<file path="config.mk">
export PLATFORM = sky130hd
export DESIGN_NAME = in_service_register
export DESIGN_NICKNAME = d
export VERILOG_FILES = /design/src/rtl/pic_pkg.sv /design/src/rtl/isr_priority_scan.sv /design/src/rtl/in_service_register.sv
export SDC_FILE = /design/constraint.sdc
export NUM_CORES = 1
export LEC_CHECK = 0
export ABC_AREA = 1
export CORE_ASPECT_RATIO = 0.75
export CORE_MARGIN = 1.5
export CORE_UTILIZATION = 40
export DETAILED_ROUTE_END_ITERATION = 6
export PLACE_DENSITY_LB_ADDON = 0.1
export SETUP_SLACK_MARGIN = 0.4
export SYNTH_ARGS = -nofsm -noshare
export SYNTH_HDL_FRONTEND = slang
export SYNTH_SLANG_ARGS = --single-unit
</file>
<file path="constraint.sdc">
create_clock -name clk -period 7.98 [get_ports clk]
set_input_delay 1.596 -clock clk [delete_from_list [all_inputs] [get_ports clk]]
set_output_delay 1.596 -clock clk [all_outputs]
set_load 0.005 [all_outputs]
</file>
<file path="src/rtl/pic_pkg.sv">
// Shared 8259A PIC definitions: OCW2 command codes, the level type and
// a lowest-set-bit encoder used wherever a grant vector becomes a level.
package pic_pkg;

    typedef logic [2:0] level_t;

    localparam logic [2:0] OCW2_ROT_AEOI_CLR = 3'b000;
    localparam logic [2:0] OCW2_NS_EOI       = 3'b001;
    localparam logic [2:0] OCW2_NOP          = 3'b010;
    localparam logic [2:0] OCW2_SP_EOI       = 3'b011;
    localparam logic [2:0] OCW2_ROT_AEOI_SET = 3'b100;
    localparam logic [2:0] OCW2_ROT_NS_EOI   = 3'b101;
    localparam logic [2:0] OCW2_SET_PRI      = 3'b110;
    localparam logic [2:0] OCW2_ROT_SP_EOI   = 3'b111;

    // Index of the lowest set bit; 7 when the vector is empty.
    function automatic level_t lsb_index(input logic [7:0] v);
        level_t idx;
        logic   found;
        idx   = 3'd7;
        found = 1'b0;
        for (int unsigned i = 0; i < 8; i++) begin
            if (v[i] && !found) begin
                idx   = level_t'(i);
                found = 1'b1;
            end
        end
        return idx;
    endfunction

endpackage

</file>
<file path="src/rtl/isr_priority_scan.sv">
// Rotating find-first-set: scans from (lowest_priority+1) mod 8 upward,
// wrapping, and reports the first set bit.
module isr_priority_scan
    import pic_pkg::*;
(
    input  logic [7:0] bits_i,
    input  level_t     lowest_priority_i,
    output level_t     level_o,
    output logic       valid_o
);

    always_comb begin
        logic found;
        level_t idx;
        found   = 1'b0;
        level_o = '0;
        for (int unsigned i = 0; i < 8; i++) begin
            idx = lowest_priority_i + 3'd1 + level_t'(i);
            if (bits_i[idx] && !found) begin
                level_o = idx;
                found   = 1'b1;
            end
        end
        valid_o = |bits_i;
    end

endmodule

</file>
<file path="src/rtl/in_service_register.sv">
// 8259A In-Service Register: captures grants on INTA_1, clears on EOI
// (OCW2) or AEOI on INTA_2, and keeps the rotating-priority state.
module in_service_register
    import pic_pkg::*;
#(
    parameter level_t     RESET_LOWEST = 3'd7,
    parameter logic [2:0] RESET_ROTATE = 3'b010
)(
    input  logic       clk,
    input  logic       reset,
    input  logic       INTA_1,
    input  logic       INTA_2,
    input  logic [7:0] ISR_IRR,
    input  logic       AEOI,
    input  logic       OCW2_WR,
    input  logic [2:0] OCW2_CMD,
    input  logic [2:0] OCW2_L,
    output logic [7:0] ISR,
    output logic [2:0] Rotate,
    output logic [2:0] lowest_priority,
    output logic [2:0] highest_in_service,
    output logic       in_service_valid,
    output logic [2:0] vector_level,
    output logic       spurious
);

    logic [7:0] isr_q, isr_d;
    logic [2:0] rotate_q, rotate_d;
    level_t     lowest_q, lowest_d;
    level_t     vector_q, vector_d;
    logic       spurious_q, spurious_d;

    level_t     hs_level;
    logic       hs_valid;

    isr_priority_scan u_scan (
        .bits_i            (isr_q),
        .lowest_priority_i (lowest_q),
        .level_o           (hs_level),
        .valid_o           (hs_valid)
    );

    logic       aeoi_strobe;
    logic [7:0] set_mask, clr_ocw, clr_aeoi;
    level_t     grant_level;

    // INTA_2 coinciding with INTA_1 is a protocol error and is dropped.
    assign aeoi_strobe = INTA_2 && !INTA_1 && AEOI;
    assign grant_level = lsb_index(ISR_IRR);

    always_comb begin
        set_mask   = '0;
        clr_ocw    = '0;
        clr_aeoi   = '0;
        vector_d   = vector_q;
        spurious_d = spurious_q;
        lowest_d   = lowest_q;
        rotate_d   = rotate_q;

        if (INTA_1) begin
            vector_d   = grant_level;
            spurious_d = (ISR_IRR == 8'h00);
            if (ISR_IRR != 8'h00)
                set_mask[grant_level] = 1'b1;
        end

        if (aeoi_strobe) begin
            if (!spurious_q)
                clr_aeoi[vector_q] = 1'b1;
            if (rotate_q == OCW2_ROT_AEOI_SET)
                lowest_d = vector_q;
        end

        // OCW2 decode after AEOI so its lowest_priority write takes precedence.
        if (OCW2_WR) begin
            case (OCW2_CMD)
                OCW2_NS_EOI: begin
                    if (hs_valid) clr_ocw[hs_level] = 1'b1;
                end
                OCW2_ROT_NS_EOI: begin
                    if (hs_valid) begin
                        clr_ocw[hs_level] = 1'b1;
                        lowest_d          = hs_level;
                    end
                end
                OCW2_SP_EOI: clr_ocw[OCW2_L] = 1'b1;
                OCW2_ROT_SP_EOI: begin
                    clr_ocw[OCW2_L] = 1'b1;
                    lowest_d        = OCW2_L;
                end
                OCW2_SET_PRI: lowest_d = OCW2_L;
                default: ;
            endcase
            if (OCW2_CMD == OCW2_ROT_NS_EOI || OCW2_CMD == OCW2_ROT_AEOI_SET ||
                OCW2_CMD == OCW2_ROT_SP_EOI || OCW2_CMD == OCW2_ROT_AEOI_CLR)
                rotate_d = OCW2_CMD;
        end

        isr_d = (isr_q & ~(clr_ocw | clr_aeoi)) | set_mask;
    end

    always_ff @(posedge clk or posedge reset) begin
        if (reset) begin
            isr_q      <= '0;
            rotate_q   <= RESET_ROTATE;
            lowest_q   <= RESET_LOWEST;
            vector_q   <= 3'd7;
            spurious_q <= 1'b0;
        end else begin
            isr_q      <= isr_d;
            rotate_q   <= rotate_d;
            lowest_q   <= lowest_d;
            vector_q   <= vector_d;
            spurious_q <= spurious_d;
        end
    end

    assign ISR                = isr_q;
    assign Rotate             = rotate_q;
    assign lowest_priority    = lowest_q;
    assign vector_level       = vector_q;
    assign spurious           = spurious_q;
    assign highest_in_service = hs_level;
    assign in_service_valid   = hs_valid;

endmodule

</file>
### Word level (Yosys, flattened, before mapping)

Cells that the tools add are included.

| storage, ports and cells | value |
|---|---|
| register bits | 18 |
| bits of input ports | 20 |
| output and inout bits | 22 |
| logic and storage cells | 152 |

| cells by class | value |
|---|---|
| add/sub/neg operators | 8 |
| $lt $le $gt $ge | 16 |
| equality and inequality tests | 7 |
| mux-type cells | 66 |
| bitwise gates (word level) | 4 |
| reductions and logical operators | 46 |

Operator list:

| operator | number |
|---|---|
| $mux W3 | 20 |
| $lt A3 B4 Y1 const B | 12 |
| $mux W8 | 6 |
| $mux W1 | 26 |
| $bmux W1 S3 | 8 |
| $logic_and A1 B1 Y1 | 20 |
| $or A8 B8 Y8 | 2 |
| $pmux W8 S2 | 1 |
| $eq A3 B3 Y1 const B | 5 |
| $logic_not A1 Y1 | 15 |
| $add A3 B3 Y3 const B | 4 |
| $demux W1 S3 | 4 |
| $ge A3 B1 Y1 const B | 4 |
| $and A8 B8 Y8 | 1 |
| $logic_not A8 Y1 | 1 |
| $not A8 Y8 | 1 |
| $reduce_bool A8 Y1 | 1 |
| $reduce_or A8 Y1 | 1 |
| $add A3 B1 Y3 const B | 2 |
| $add A3 B2 Y3 const B | 2 |
| $pmux W3 S2 | 1 |
| $reduce_or A2 Y1 | 3 |
| $eq A3 B1 Y1 const B | 1 |
| $eq A3 B2 Y1 const B | 1 |
| 3 further kinds | 5 |

### Logic depth before layout (Yosys ltp)

Gate-level depths: netlist of the first run.

| logic depth | value |
|---|---|
| word-level depth | 36 |
| gate-level depth with buffers | 24 |
| mapped depth without buffers | 22 |

### By module

From an unflattened synthesis of the first run, not the netlist that was laid out.

| second synthesis, totals | value |
|---|---|
| cell total of the unflattened synthesis | 357 |
| area total of the unflattened synthesis | 2134.5 µm² |

Modules (own cells, without submodules):

| module | times used | cells each | area an instance (µm²) |
|---|---|---|---|
| in_service_register | 1 | 175 | 1213.7 |
| isr_priority_scan | 1 | 182 | 920.9 |

### Worst setup path before layout of the first run

Ideal clock, no wire load.

| path | value |
|---|---|
| kind | register to output |
| from | register lowest_q[0] (netlist: lowest_priority[0]) |
| to | output highest_in_service[0] |
| arrival time | 2383 ps |
| required time | 6384 ps |
| slack | 4001 ps |
| stages on the path, launching flop included | 19 |
| path buffers | 3 |
| path through | dfstp_2 > buf_6 > inv_6 > buf_6 > ha_1 > buf_4 > nand2_1 > nand2_2 > nand2_1 > nand2_1 > nand2_4 > nand2_4 > nor2_8 > nand4_4 > nor2_4 > nand2_1 > nand2_2 > nand2_4 > nand2_4 |

| on the way | value |
|---|---|
| cells in the longest elaborated chain, start to end | 25 |
| elaborated cells on any way between the ends | 53 |

RTL lines:

| what | RTL line | source |
|---|---|---|
| start: declaration | in_service_register.sv:29 | `level_t lowest_q, lowest_d;` |
| start signal: assignment | in_service_register.sv:112 | `lowest_q <= lowest_d;` |
| $add A3 B1 Y3 * | isr_priority_scan.sv:18 | `idx = lowest_priority_i + 3'd1 + level_t'(i);` |
| branches (longest 23 deep; another with $add A3 B1 Y3) | - |  |
| $mux W3 * | isr_priority_scan.sv:19 | `if (bits_i[idx] && !found) begin` |
| end: declaration | in_service_register.sv:21 | `output logic [2:0] highest_in_service,` |

Mark *: on every way between the ends. The select of a mux whose other input is x is not followed.

### Worst setup path in the final report of the first run

| path | value |
|---|---|
| from | register lowest_q[0] (netlist: lowest_priority[0]) |
| to | output highest_in_service[2] |

The elaborated chain is that of the path after synthesis.

==> impl_results.rst, run 1 <==
.. list-table::
   :header-rows: 1

   * - Metric
     - Value
   * - Most frequent cell after synthesis
     - sky130_fd_sc_hd__nand2_1
   * - Share of cells above drive strength 1
     - 0.132
   * - Tcrit/Tclk final
     - 0.686
   * - Tightest Hold Check Type
     - reg2reg
   * - Post-DP HPWL
     - 5470 um
   * - Post-Syn Instances
     - 394
   * - Synthesis-stage register bit count
     - 18
   * - Critical Path End Type
     - output pin
   * - Setup Crit Path Kind
     - reg2out
   * - Primary FF master, synth
     - sky130_fd_sc_hd__dfrtp_1
   * - Maximum clock insertion buffer count
     - 2
   * - Most used cell, CP
     - sky130_fd_sc_hd__nand2_1
   * - Clock transition at the registers of the reported paths
     - 0.07 ns
   * - H-tree levels
     - 1
   * - Die span in y
     - 68.6 um
   * - Post-CTS Repair Setup Buffers
     - 0
   * - X dimension of the die
     - 90.4 um
   * - Launch point of the critical path
     - lowest_priority[0]
   * - Initial antenna violation count
     - 0
   * - DRC violation count after routing
     - 0
   * - Max Used Layer
     - met4
   * - Global placement routability congestion
     - 0.875
   * - Synthesized net count
     - 416
   * - Launching element type of the critical path
     - flop
   * - Share of the synthesized area in the top cell type
     - 0.267
   * - Post-CTS resize count
     - 0
   * - Largest cells by area after synthesis
     - sky130_fd_sc_hd__nand2_1 27%, sky130_fd_sc_hd__dfrtp_1 12%, sky130_fd_sc_hd__dfstp_2 8.0%
   * - End of the critical path
     - highest_in_service[2]
   * - Worst-path cell with the longest stage delay
     - sky130_fd_sc_hd__dfstp_2
   * - Max-capacitance violation count
     - 0
   * - Layout filler cell count
     - 546
   * - Count of port buffers added during placement
     - 41
   * - Finish-stage setup viols
     - 0
   * - Multi-input gate area
     - 0.00158 mm^2
   * - Final TNS setup
     - 0 ns
   * - Clock network latency to the later pin of the worst-skew pair
     - 0.26 ns
   * - Cell family contributing the most delay on the critical path
     - simple AND/OR/NAND/NOR gates
   * - Drt first pass iters
     - 5
   * - Layout net count
     - 455
   * - Number of hold violations in the final report
     - 0
   * - R2R setup slack
     - 4.24 ns
   * - Min Clock Period, post-route
     - 5.48 ns
   * - Worst-case clock skew
     - 0.00468 ns
   * - Critical path data required time
     - 6.38 ns
   * - Least-Margin Pin Slew
     - 0.712 ns
   * - Leading area contributor after synthesis
     - sky130_fd_sc_hd__nand2_1
   * - CTS tree
     - built
   * - TritonCTS buffer count
     - 3
   * - Synth cell count leaders
     - 163 x sky130_fd_sc_hd__nand2_1, 45 x sky130_fd_sc_hd__inv_1, 34 x sky130_fd_sc_hd__nor2_1, 26 x sky130_fd_sc_hd__nand3_1, 15 x sky130_fd_sc_hd__nand2_2
   * - Hold-fix buffers at CTS
     - 0
   * - Max transition margin
     - 0.525
   * - Die area
     - 0.00620 mm^2
   * - RR Startpoint
     - lowest_priority[0]
   * - Count of antenna diodes in the layout
     - 0
   * - Clock Sinks
     - 18
   * - Peak per-stage delay on the critical path
     - 0.79 ns
   * - Residual antenna-violating net count after detailed routing
     - 0
   * - Vias per inst
     - 5.27
   * - Result of the run
     - finished, final reports clean
   * - Average footprint of a synthesized cell
     - 5.82 um^2
   * - Minimum hold slack
     - 0.524 ns
   * - Share of synthesized registers carrying an async set or reset
     - 1.00
   * - Met2 routed WL
     - 2760 um
   * - Library cells used by synthesis
     - 37
   * - YS warnings
     - 0
   * - Buffer cell driving the clock tree root
     - sky130_fd_sc_hd__clkbuf_8
   * - Final wirelength
     - 6710 um
   * - F_max
     - 183 MHz
   * - FF-to-FF End
     - ISR[1]
   * - FF+latch area
     - 459 um^2
   * - Number of vias after detailed routing
     - 2,671
   * - Wire length of the first global-routing pass
     - 11,000 um
   * - Aggregate global routing overflow
     - 0
   * - R2R depth
     - 22
   * - Worst path buffer plus inverter count
     - 3
   * - Effective utilization at floorplan
     - 0.421
   * - Initial detailed-routing violation count
     - 202
   * - Area of placed instances
     - 0.00274 mm^2
   * - Std-Cell Rows
     - 23
   * - Area growth from synthesis to layout
     - 21.8%
   * - Mapped cell area
     - 0.00229 mm^2
   * - Critical path arrival
     - 3.88 ns
   * - Final Cell Area
     - 0.00279 mm^2
   * - Boundary Pins
     - 42
   * - Tot GR Track Use
     - 0.226
   * - Max FO, Critical Path
     - 18
   * - Wirelength per Cell
     - 13.2 um
   * - Largest net degree at the start of global routing
     - 19
   * - Number of synthesized flops with an enable pin
     - 0
   * - Number of global-route vias before repair
     - 2,237
   * - Final max-slew violation count
     - 0
   * - Stages on the worst setup path
     - 15
   * - Part of the Yosys area used for sequential elements
     - 0.200
   * - Setup repair after global routing missed its margin
     - false
   * - Metal3 WL
     - 420 um
   * - Routed length on met1
     - 3500 um
   * - Critical-path cell list
     - inv_6, ha_1, inv_1, nand2_1, nand2_2, nand2_1, nand2_1, nand2_4, nand2_4, nor2_8, nand4_4, nor2_4, nand4_1, nand3_2, clkdlybuf4s50_1
   * - Area of the placeable core
     - 0.00544 mm^2
cells in the final DEF, fill, tap and decap left out, types with 2 or more instances in the layout:
| cell type | instances |
|---|---|
| sky130_fd_sc_hd__a31oi_1 | 4 |
| sky130_fd_sc_hd__clkbuf_8 | 4 |
| sky130_fd_sc_hd__clkdlybuf4s50_1 | 41 |
| sky130_fd_sc_hd__clkinv_1 | 2 |
| sky130_fd_sc_hd__dfrtp_1 | 11 |
| sky130_fd_sc_hd__dfstp_2 | 7 |
| sky130_fd_sc_hd__ha_1 | 2 |
| sky130_fd_sc_hd__inv_1 | 45 |
| sky130_fd_sc_hd__inv_2 | 2 |
| sky130_fd_sc_hd__nand2_1 | 163 |
| sky130_fd_sc_hd__nand2_2 | 15 |
| sky130_fd_sc_hd__nand2_4 | 11 |
| sky130_fd_sc_hd__nand3_1 | 26 |
| sky130_fd_sc_hd__nand3_2 | 8 |
| sky130_fd_sc_hd__nand4_1 | 12 |
| sky130_fd_sc_hd__nor2_1 | 34 |
| sky130_fd_sc_hd__nor2_2 | 2 |
| sky130_fd_sc_hd__nor3_1 | 5 |
| sky130_fd_sc_hd__nor4_1 | 3 |
| sky130_fd_sc_hd__o211ai_1 | 2 |
| sky130_fd_sc_hd__o21ai_0 | 11 |
| sky130_fd_sc_hd__o21ai_1 | 10 |
worst min-delay path by stage:
stage	from	slack [ns]	depth (start not counted)	end
2_1_floorplan	Rotate[0]	0.49	2	Rotate[0]
3_5_place_dp	Rotate[0]	0.51	2	Rotate[0]
5_1_grt	spurious	0.57	2	spurious
3_3_place_gp	Rotate[0]	0.51	2	Rotate[0]
4_1_cts	Rotate[0]	0.52	2	Rotate[0]
6_report	Rotate[0]	0.52	2	Rotate[0]
state kept, by name, summed over array words and instances (netlist names):
signal,cells
spurious,1
vector_level,3
Rotate,3
ISR,8
lowest_priority,3
layer usage:
| layer | up-vias | global-route usage |
|---|---|---|
| li1 | 1326 | - |
| met1 | 1230 | 0.351 |
| met2 | 108 | 0.336 |
| met3 | 7 | 0.0263 |
| met4 | 0 | 0.0377 |
| met5 | - | 0 |
worst register-to-register path, cell delays in order, from the launching register on:
cell and delay [ns]:
sky130_fd_sc_hd__dfstp_2 0.79, sky130_fd_sc_hd__inv_6 0.15, sky130_fd_sc_hd__ha_1 0.48, sky130_fd_sc_hd__inv_1 0.38, sky130_fd_sc_hd__nand2_1 0.13, sky130_fd_sc_hd__nand2_2 0.17, sky130_fd_sc_hd__nand2_1 0.10, sky130_fd_sc_hd__nand2_1 0.13
sky130_fd_sc_hd__nand2_4 0.07, sky130_fd_sc_hd__nand2_4 0.09, sky130_fd_sc_hd__nor2_8 0.05, sky130_fd_sc_hd__nand2_1 0.08, sky130_fd_sc_hd__nor2_1 0.05, sky130_fd_sc_hd__nand2_1 0.06, sky130_fd_sc_hd__nand3_1 0.08, sky130_fd_sc_hd__nor2_1 0.13
sky130_fd_sc_hd__nand3_2 0.16, sky130_fd_sc_hd__nor2_1 0.17, sky130_fd_sc_hd__nand2_1 0.08, sky130_fd_sc_hd__nand2_1 0.06, sky130_fd_sc_hd__nand2_1 0.07, sky130_fd_sc_hd__nand2_1 0.10, sky130_fd_sc_hd__nand2_1 0.06
area by class of cell:
cell class | count | share of cell area
clock buffers | 4 | 0.0197
inverters | 51 | 0.0712
multi-input cells | 318 | 0.564
flip-flops and latches | 18 | 0.164
well taps | 75 | 0.0336
repair buffers | 41 | 0.147
stage by stage:
step                      utilization  std cells  setup WS (ns)
final                           0.513        507           2.50
after global routing            0.513        507           2.18
after CTS                       0.513        507           2.53
after detailed placement        0.503        503           2.82
after global placement          0.503        503           2.90
after floorplan                     -        394           4.00
cell families (layout without fill, tap and decap cells):
family / after synthesis / after routing / share of synthesized area
fa+ha+maj: 2 / 2 / 0.0109
compound gates: 33 / 33 / 0.0841
buf+inv: 58 / 96 / 0.112
simple gates: 283 / 283 / 0.592
flops: 18 / 18 / 0.200
Power of run 1 is not shown: default switching activity piles up to over one toggle a cycle in this logic, so the estimate is an artifact.
==> run 2, diff against run 1 <==
- clock period: 7.98 -> 4.9 ns (I/O delays scaled with it)
==> run 2 against run 1 <==
Net effect: register-to-register slack worse by 2.5 ns; critical path type unchanged; first-iteration DRC count up 27%; die area did not move; critical endpoint is now highest_in_service[0]; sequential share of layout area decreased by 0.34 points; via count decreased by 1.2%; utilization is 1.1 points higher.
==> impl_results.rst, run 2 (synthesis results as in run 1) <==
.. list-table::
   :header-rows: 1

   * - Metric
     - Value
   * - Result of the run
     - finished, final reports clean
   * - Clock Sinks
     - 18
   * - Area of the placeable core
     - 0.00544 mm^2
   * - Highest-count cells in the layout ignoring fill and taps
     - 162 x sky130_fd_sc_hd__nand2_1, 44 x sky130_fd_sc_hd__inv_1, 41 x sky130_fd_sc_hd__clkdlybuf4s50_1
   * - Minimum hold slack
     - 0.515 ns
   * - Finish-stage setup viols
     - 0
   * - Buffer cell driving the clock tree root
     - sky130_fd_sc_hd__clkbuf_8
   * - Maximum clock insertion buffer count
     - 2
   * - Max Used Layer
     - met4
   * - R2R depth
     - 16
   * - End point of the most critical hold path
     - Rotate[0]
   * - Effective utilization at floorplan
     - 0.421
   * - Final max-slew violation count
     - 0
   * - Metal3 WL
     - 554 um
   * - Drt first pass iters
     - 5
   * - Area growth from synthesis to layout
     - 24.4%
   * - Min Clock Period, post-route
     - 4.22 ns
   * - Critical Path End Type
     - output pin
   * - Max FO, Critical Path
     - 17
   * - F_max
     - 237 MHz
   * - Launching element type of the critical path
     - flop
   * - Routed length on met1
     - 3370 um
   * - Die span in y
     - 68.6 um
   * - Hold Path Depth
     - 2
   * - Wire length of the first global-routing pass
     - 11,000 um
   * - Boundary Pins
     - 42
   * - Worst hold path startpoint
     - Rotate[0]
   * - Tightest Hold Check Type
     - reg2reg
   * - X dimension of the die
     - 90.4 um
   * - Vias per inst
     - 5.13
   * - Critical path arrival
     - 3.24 ns
   * - FF-to-FF End
     - ISR[3]
   * - Number of global-route vias before repair
     - 2,310
   * - Worst-case clock skew
     - 0.000660 ns
   * - H-tree levels
     - 1
   * - RR Startpoint
     - lowest_priority[0]
   * - Largest net degree at the start of global routing
     - 19
   * - Final TNS setup
     - 0 ns
   * - Aggregate global routing overflow
     - 0
   * - Initial antenna violation count
     - 0
   * - Setup Crit Path Kind
     - reg2out
   * - Clock transition at the registers of the reported paths
     - 0.07 ns
   * - Share of cells above drive strength 1
     - 0.150
   * - Setup repair after global routing missed its margin
     - false
   * - DRC violation count after routing
     - 0
   * - Count of antenna diodes in the layout
     - 0
   * - Layout filler cell count
     - 560
   * - Max transition margin
     - 0.529
   * - Tot GR Track Use
     - 0.227
   * - R2R setup slack
     - 1.73 ns
   * - Max-capacitance violation count
     - 0
   * - Wirelength per Cell
     - 13.0 um
   * - Layout net count
     - 462
   * - Met2 routed WL
     - 2710 um
   * - Number of hold violations in the final report
     - 0
   * - Max reg flops
     - 8
   * - Number of vias after detailed routing
     - 2,639
   * - Initial detailed-routing violation count
     - 257
   * - Critical path data required time
     - 3.92 ns
   * - Post-DP HPWL
     - 5480 um
   * - Most common library cell in the layout ignoring fill and taps
     - sky130_fd_sc_hd__nand2_1
   * - Final wirelength
     - 6680 um
   * - Die area
     - 0.00620 mm^2
   * - Residual antenna-violating net count after detailed routing
     - 0
   * - Count of port buffers added during placement
     - 41
   * - Clock network latency to the later pin of the worst-skew pair
     - 0.25 ns
   * - TritonCTS buffer count
     - 3
   * - CTS tree
     - built
   * - Std-Cell Rows
     - 23
   * - Tcrit/Tclk final
     - 0.861
   * - Global placement routability congestion
     - 0.921
   * - Least-Margin Pin Slew
     - 0.700 ns
==> run 2: cell count changes in the layout (fill, tap and decap cells not counted) <==
cell | previous run | this run
sky130_fd_sc_hd__nand2_2 | 15 | 16
sky130_fd_sc_hd__inv_1 | 45 | 44
sky130_fd_sc_hd__buf_4 | 0 | 7
sky130_fd_sc_hd__nand2_1 | 163 | 162
sky130_fd_sc_hd__clkinvlp_4 | 0 | 1
==> run 2: layout make-up <==
cell class,count,area (um^2),area share
clock buffer,4,55.1,0.0193
inverter,51,203,0.0711
multi-input combinational,318,1580,0.553
sequential,18,459,0.161
tap,75,93.8,0.0329
timing repair buffer,48,463,0.162
==> run 2: critical path, cell delays in order, from the launching register on <==
cell and delay (ns):
sky130_fd_sc_hd__dfstp_2 0.57, sky130_fd_sc_hd__inv_6 0.08, sky130_fd_sc_hd__ha_1 0.34, sky130_fd_sc_hd__clkinvlp_4 0.21, sky130_fd_sc_hd__nand2_1 0.13, sky130_fd_sc_hd__nand2_2 0.12, sky130_fd_sc_hd__nand2_1 0.08, sky130_fd_sc_hd__nand2_1 0.10
sky130_fd_sc_hd__nand2_4 0.10, sky130_fd_sc_hd__nand2_4 0.07, sky130_fd_sc_hd__nor2_8 0.12, sky130_fd_sc_hd__nand4_4 0.10, sky130_fd_sc_hd__nor2_4 0.15, sky130_fd_sc_hd__nand2_1 0.08, sky130_fd_sc_hd__nand2_2 0.08, sky130_fd_sc_hd__nand2_4 0.07
sky130_fd_sc_hd__nand2_4 0.08, sky130_fd_sc_hd__clkdlybuf4s50_1 0.49
==> run 2: metrics by stage <==
| stage | utilization | area, um^2 | std cells | worst slack [ns] |
|---|---|---|---|---|
| global route | 0.524 | 2850 | 514 | 0.465 |
| global placement | 0.506 | 2750 | 505 | 0.976 |
| finish | 0.524 | 2850 | 514 | 0.681 |
| floorplan | - | 2290 | 394 | 1.54 |
| detailed placement | 0.506 | 2750 | 505 | 0.954 |
| CTS | 0.516 | 2810 | 509 | 0.656 |
==> run 2: how the worst max path moves through the flow <==
stage                                  to  slack (ns)               start
finish              highest_in_service[0]        0.68  lowest_priority[0]
global placement    highest_in_service[0]        0.98  lowest_priority[0]
floorplan           highest_in_service[0]        1.54  lowest_priority[0]
detailed placement  highest_in_service[0]        0.95  lowest_priority[0]
global route        highest_in_service[2]        0.47  lowest_priority[0]
CTS                 highest_in_service[0]        0.66  lowest_priority[0]
==> run 2: per-layer routing <==
layer | track usage | vias to the layer above
met5 | 0 | -
li1 | - | 1342
met1 | 0.340 | 1179
met4 | 0.0357 | 0
met2 | 0.347 | 112
met3 | 0.0395 | 6
==> run 2: timing repair <==
action / CTS / global route
hold buffers: 0 / 0
gates resized for setup: 0 / 2
endpoints found under the setup margin: 0 / 1
buffers inserted: 0 / 5
Power of run 2 is left out for the same reason.
==> run 3, diff against run 2 <==
- PLACE_DENSITY: not set -> 0.75
- PLACE_DENSITY_LB_ADDON: 0.1 -> not set
- TNS_END_PERCENT: not set -> 20
==> run 3 against run 2 <==
Net effect: via count fell by 1.9%; sequential share of layout area up 0.17 points; sequential cell count is the same; wire length fell by 4.7%; worst setup slack got worse by 0.011 ns; first-iteration DRC count shrank 15%.
==> impl_results.rst, run 3 (synthesis results as in run 1) <==
.. list-table::
   :header-rows: 1

   * - Metric
     - Value
   * - Result of the run
     - finished, final reports clean
   * - Tightest Hold Check Type
     - reg2reg
   * - Setup Crit Path Kind
     - reg2out
   * - Die area
     - 0.00620 mm^2
   * - Worst hold path startpoint
     - Rotate[0]
   * - Count of port buffers added during placement
     - 41
   * - Aggregate global routing overflow
     - 0
   * - F_max
     - 236 MHz
   * - DRC violation count after routing
     - 0
   * - Hold-fix buffers at CTS
     - 0
   * - Clock transition at the registers of the reported paths
     - 0.07 ns
   * - Tcrit/Tclk final
     - 0.863
   * - Number of global-route vias before repair
     - 2,319
   * - Boundary Pins
     - 42
   * - Critical path arrival
     - 3.25 ns
   * - Final wirelength
     - 6360 um
   * - Highest-count cells in the layout ignoring fill and taps
     - 163 x sky130_fd_sc_hd__nand2_1, 44 x sky130_fd_sc_hd__inv_1, 41 x sky130_fd_sc_hd__clkdlybuf4s50_1
   * - RR Startpoint
     - lowest_priority[0]
   * - Max FO, Critical Path
     - 17
   * - Max reg flops
     - 8
   * - Critical path data required time
     - 3.92 ns
   * - Area of the placeable core
     - 0.00544 mm^2
   * - Wire length of the first global-routing pass
     - 10,900 um
   * - Finish-stage setup viols
     - 0
   * - Clock network latency to the later pin of the worst-skew pair
     - 0.26 ns
   * - Clock Sinks
     - 18
   * - Count of antenna diodes in the layout
     - 0
   * - Effective utilization at floorplan
     - 0.421
   * - Drt first pass iters
     - 5
   * - Number of vias after detailed routing
     - 2,590
   * - Most common library cell in the layout ignoring fill and taps
     - sky130_fd_sc_hd__nand2_1
   * - Max-capacitance violation count
     - 0
   * - TritonCTS buffer count
     - 3
   * - Vias per inst
     - 5.08
   * - Initial antenna violation count
     - 0
   * - Wirelength per Cell
     - 12.5 um
   * - Largest net degree at the start of global routing
     - 19
   * - Maximum clock insertion buffer count
     - 2
   * - Final max-slew violation count
     - 0
   * - CTS tree
     - built
   * - Buffer cell driving the clock tree root
     - sky130_fd_sc_hd__clkbuf_8
   * - Residual antenna-violating net count after detailed routing
     - 0
   * - Critical Path End Type
     - output pin
   * - Worst-case clock skew
     - 0.00774 ns
   * - R2R depth
     - 21
   * - Global placement routability congestion
     - 0.961
   * - H-tree levels
     - 1
   * - FF-to-FF End
     - ISR[3]
   * - R2R setup slack
     - 1.83 ns
   * - End point of the most critical hold path
     - Rotate[0]
   * - Number of hold violations in the final report
     - 0
   * - Initial detailed-routing violation count
     - 218
   * - X dimension of the die
     - 90.4 um
   * - Post-DP HPWL
     - 5150 um
   * - Final TNS setup
     - 0 ns
   * - Share of cells above drive strength 1
     - 0.140
   * - Hold Path Depth
     - 2
   * - Min Clock Period, post-route
     - 4.23 ns
   * - Std-Cell Rows
     - 23
   * - Max transition margin
     - 0.536
   * - Layout net count
     - 458
   * - Setup repair after global routing missed its margin
     - false
   * - Die span in y
     - 68.6 um
   * - Least-Margin Pin Slew
     - 0.689 ns
   * - Area growth from synthesis to layout
     - 23.1%
   * - Tot GR Track Use
     - 0.219
   * - Launching element type of the critical path
     - flop
[run 3: cell types whose count changed in the layout (fill, tap and decap cells not counted), sizes merged]
cell	before	now
buf	7	3
[run 3: critical path, cell delays in order (launching register included)]
cell and delay (ns):
sky130_fd_sc_hd__dfstp_2 0.57, sky130_fd_sc_hd__inv_6 0.09, sky130_fd_sc_hd__ha_4 0.35, sky130_fd_sc_hd__clkinvlp_4 0.17, sky130_fd_sc_hd__nand2_1 0.11, sky130_fd_sc_hd__nand2_2 0.12
sky130_fd_sc_hd__nand2_1 0.09, sky130_fd_sc_hd__nand2_1 0.12, sky130_fd_sc_hd__nand2_4 0.11, sky130_fd_sc_hd__nand2_4 0.07, sky130_fd_sc_hd__nor2_8 0.12, sky130_fd_sc_hd__nand4_4 0.10
sky130_fd_sc_hd__nor2_4 0.16, sky130_fd_sc_hd__nand4_1 0.15, sky130_fd_sc_hd__nand3_2 0.15, sky130_fd_sc_hd__clkdlybuf4s50_1 0.51
[run 3: final cells by class]
class / count / area, um^2
multi-input cells: 318 / 1590
fillers: 531 / 2620
repair buffers: 44 / 433
well taps: 75 / 93.8
flip-flops and latches: 18 / 459
inverters: 51 / 203
clock buffers: 4 / 45.0
[run 3: routing by layer]
| metal | wire, um | GRT usage | share of wire |
|---|---|---|---|
| met5 | 0 | 0 | 0 |
| met4 | 35 | 0.0317 | 0.0055 |
| met3 | 491 | 0.0395 | 0.077 |
| met2 | 2850 | 0.369 | 0.45 |
| met1 | 2980 | 0.302 | 0.47 |
[run 3: repair_timing]
item	4_1_cts	5_1_grt
setup buffers	0	2
gates resized for setup	1	2
setup endpoints to repair	3	3
[run 3: worst max-delay path by stage]
stage | startpoint | end | slack [ns] | cells past startpoint
after floorplan | lowest_priority[0] | highest_in_service[0] | 1.54 | 18
after global placement | lowest_priority[0] | highest_in_service[1] | 0.72 | 15
after detailed placement | lowest_priority[0] | highest_in_service[2] | 0.65 | 15
after CTS | lowest_priority[0] | highest_in_service[2] | 0.48 | 15
after global routing | lowest_priority[0] | highest_in_service[0] | 0.46 | 17
final | lowest_priority[0] | highest_in_service[2] | 0.67 | 15
[run 3: stage by stage]
stage | hold slack [ns] | setup slack (ns) | util | cells | instance area (um^2)
after CTS | 0.513 | 0.485 | 0.513 | 508 | 2790
after detailed placement | 0.494 | 0.647 | 0.505 | 504 | 2750
after global placement | 0.496 | 0.725 | 0.505 | 504 | 2750
after global routing | 0.545 | 0.460 | 0.519 | 510 | 2820
final | 0.507 | 0.670 | 0.519 | 510 | 2820
after floorplan | 0.486 | 1.54 | - | 394 | 2290
Power of run 3 is left out for the same reason.
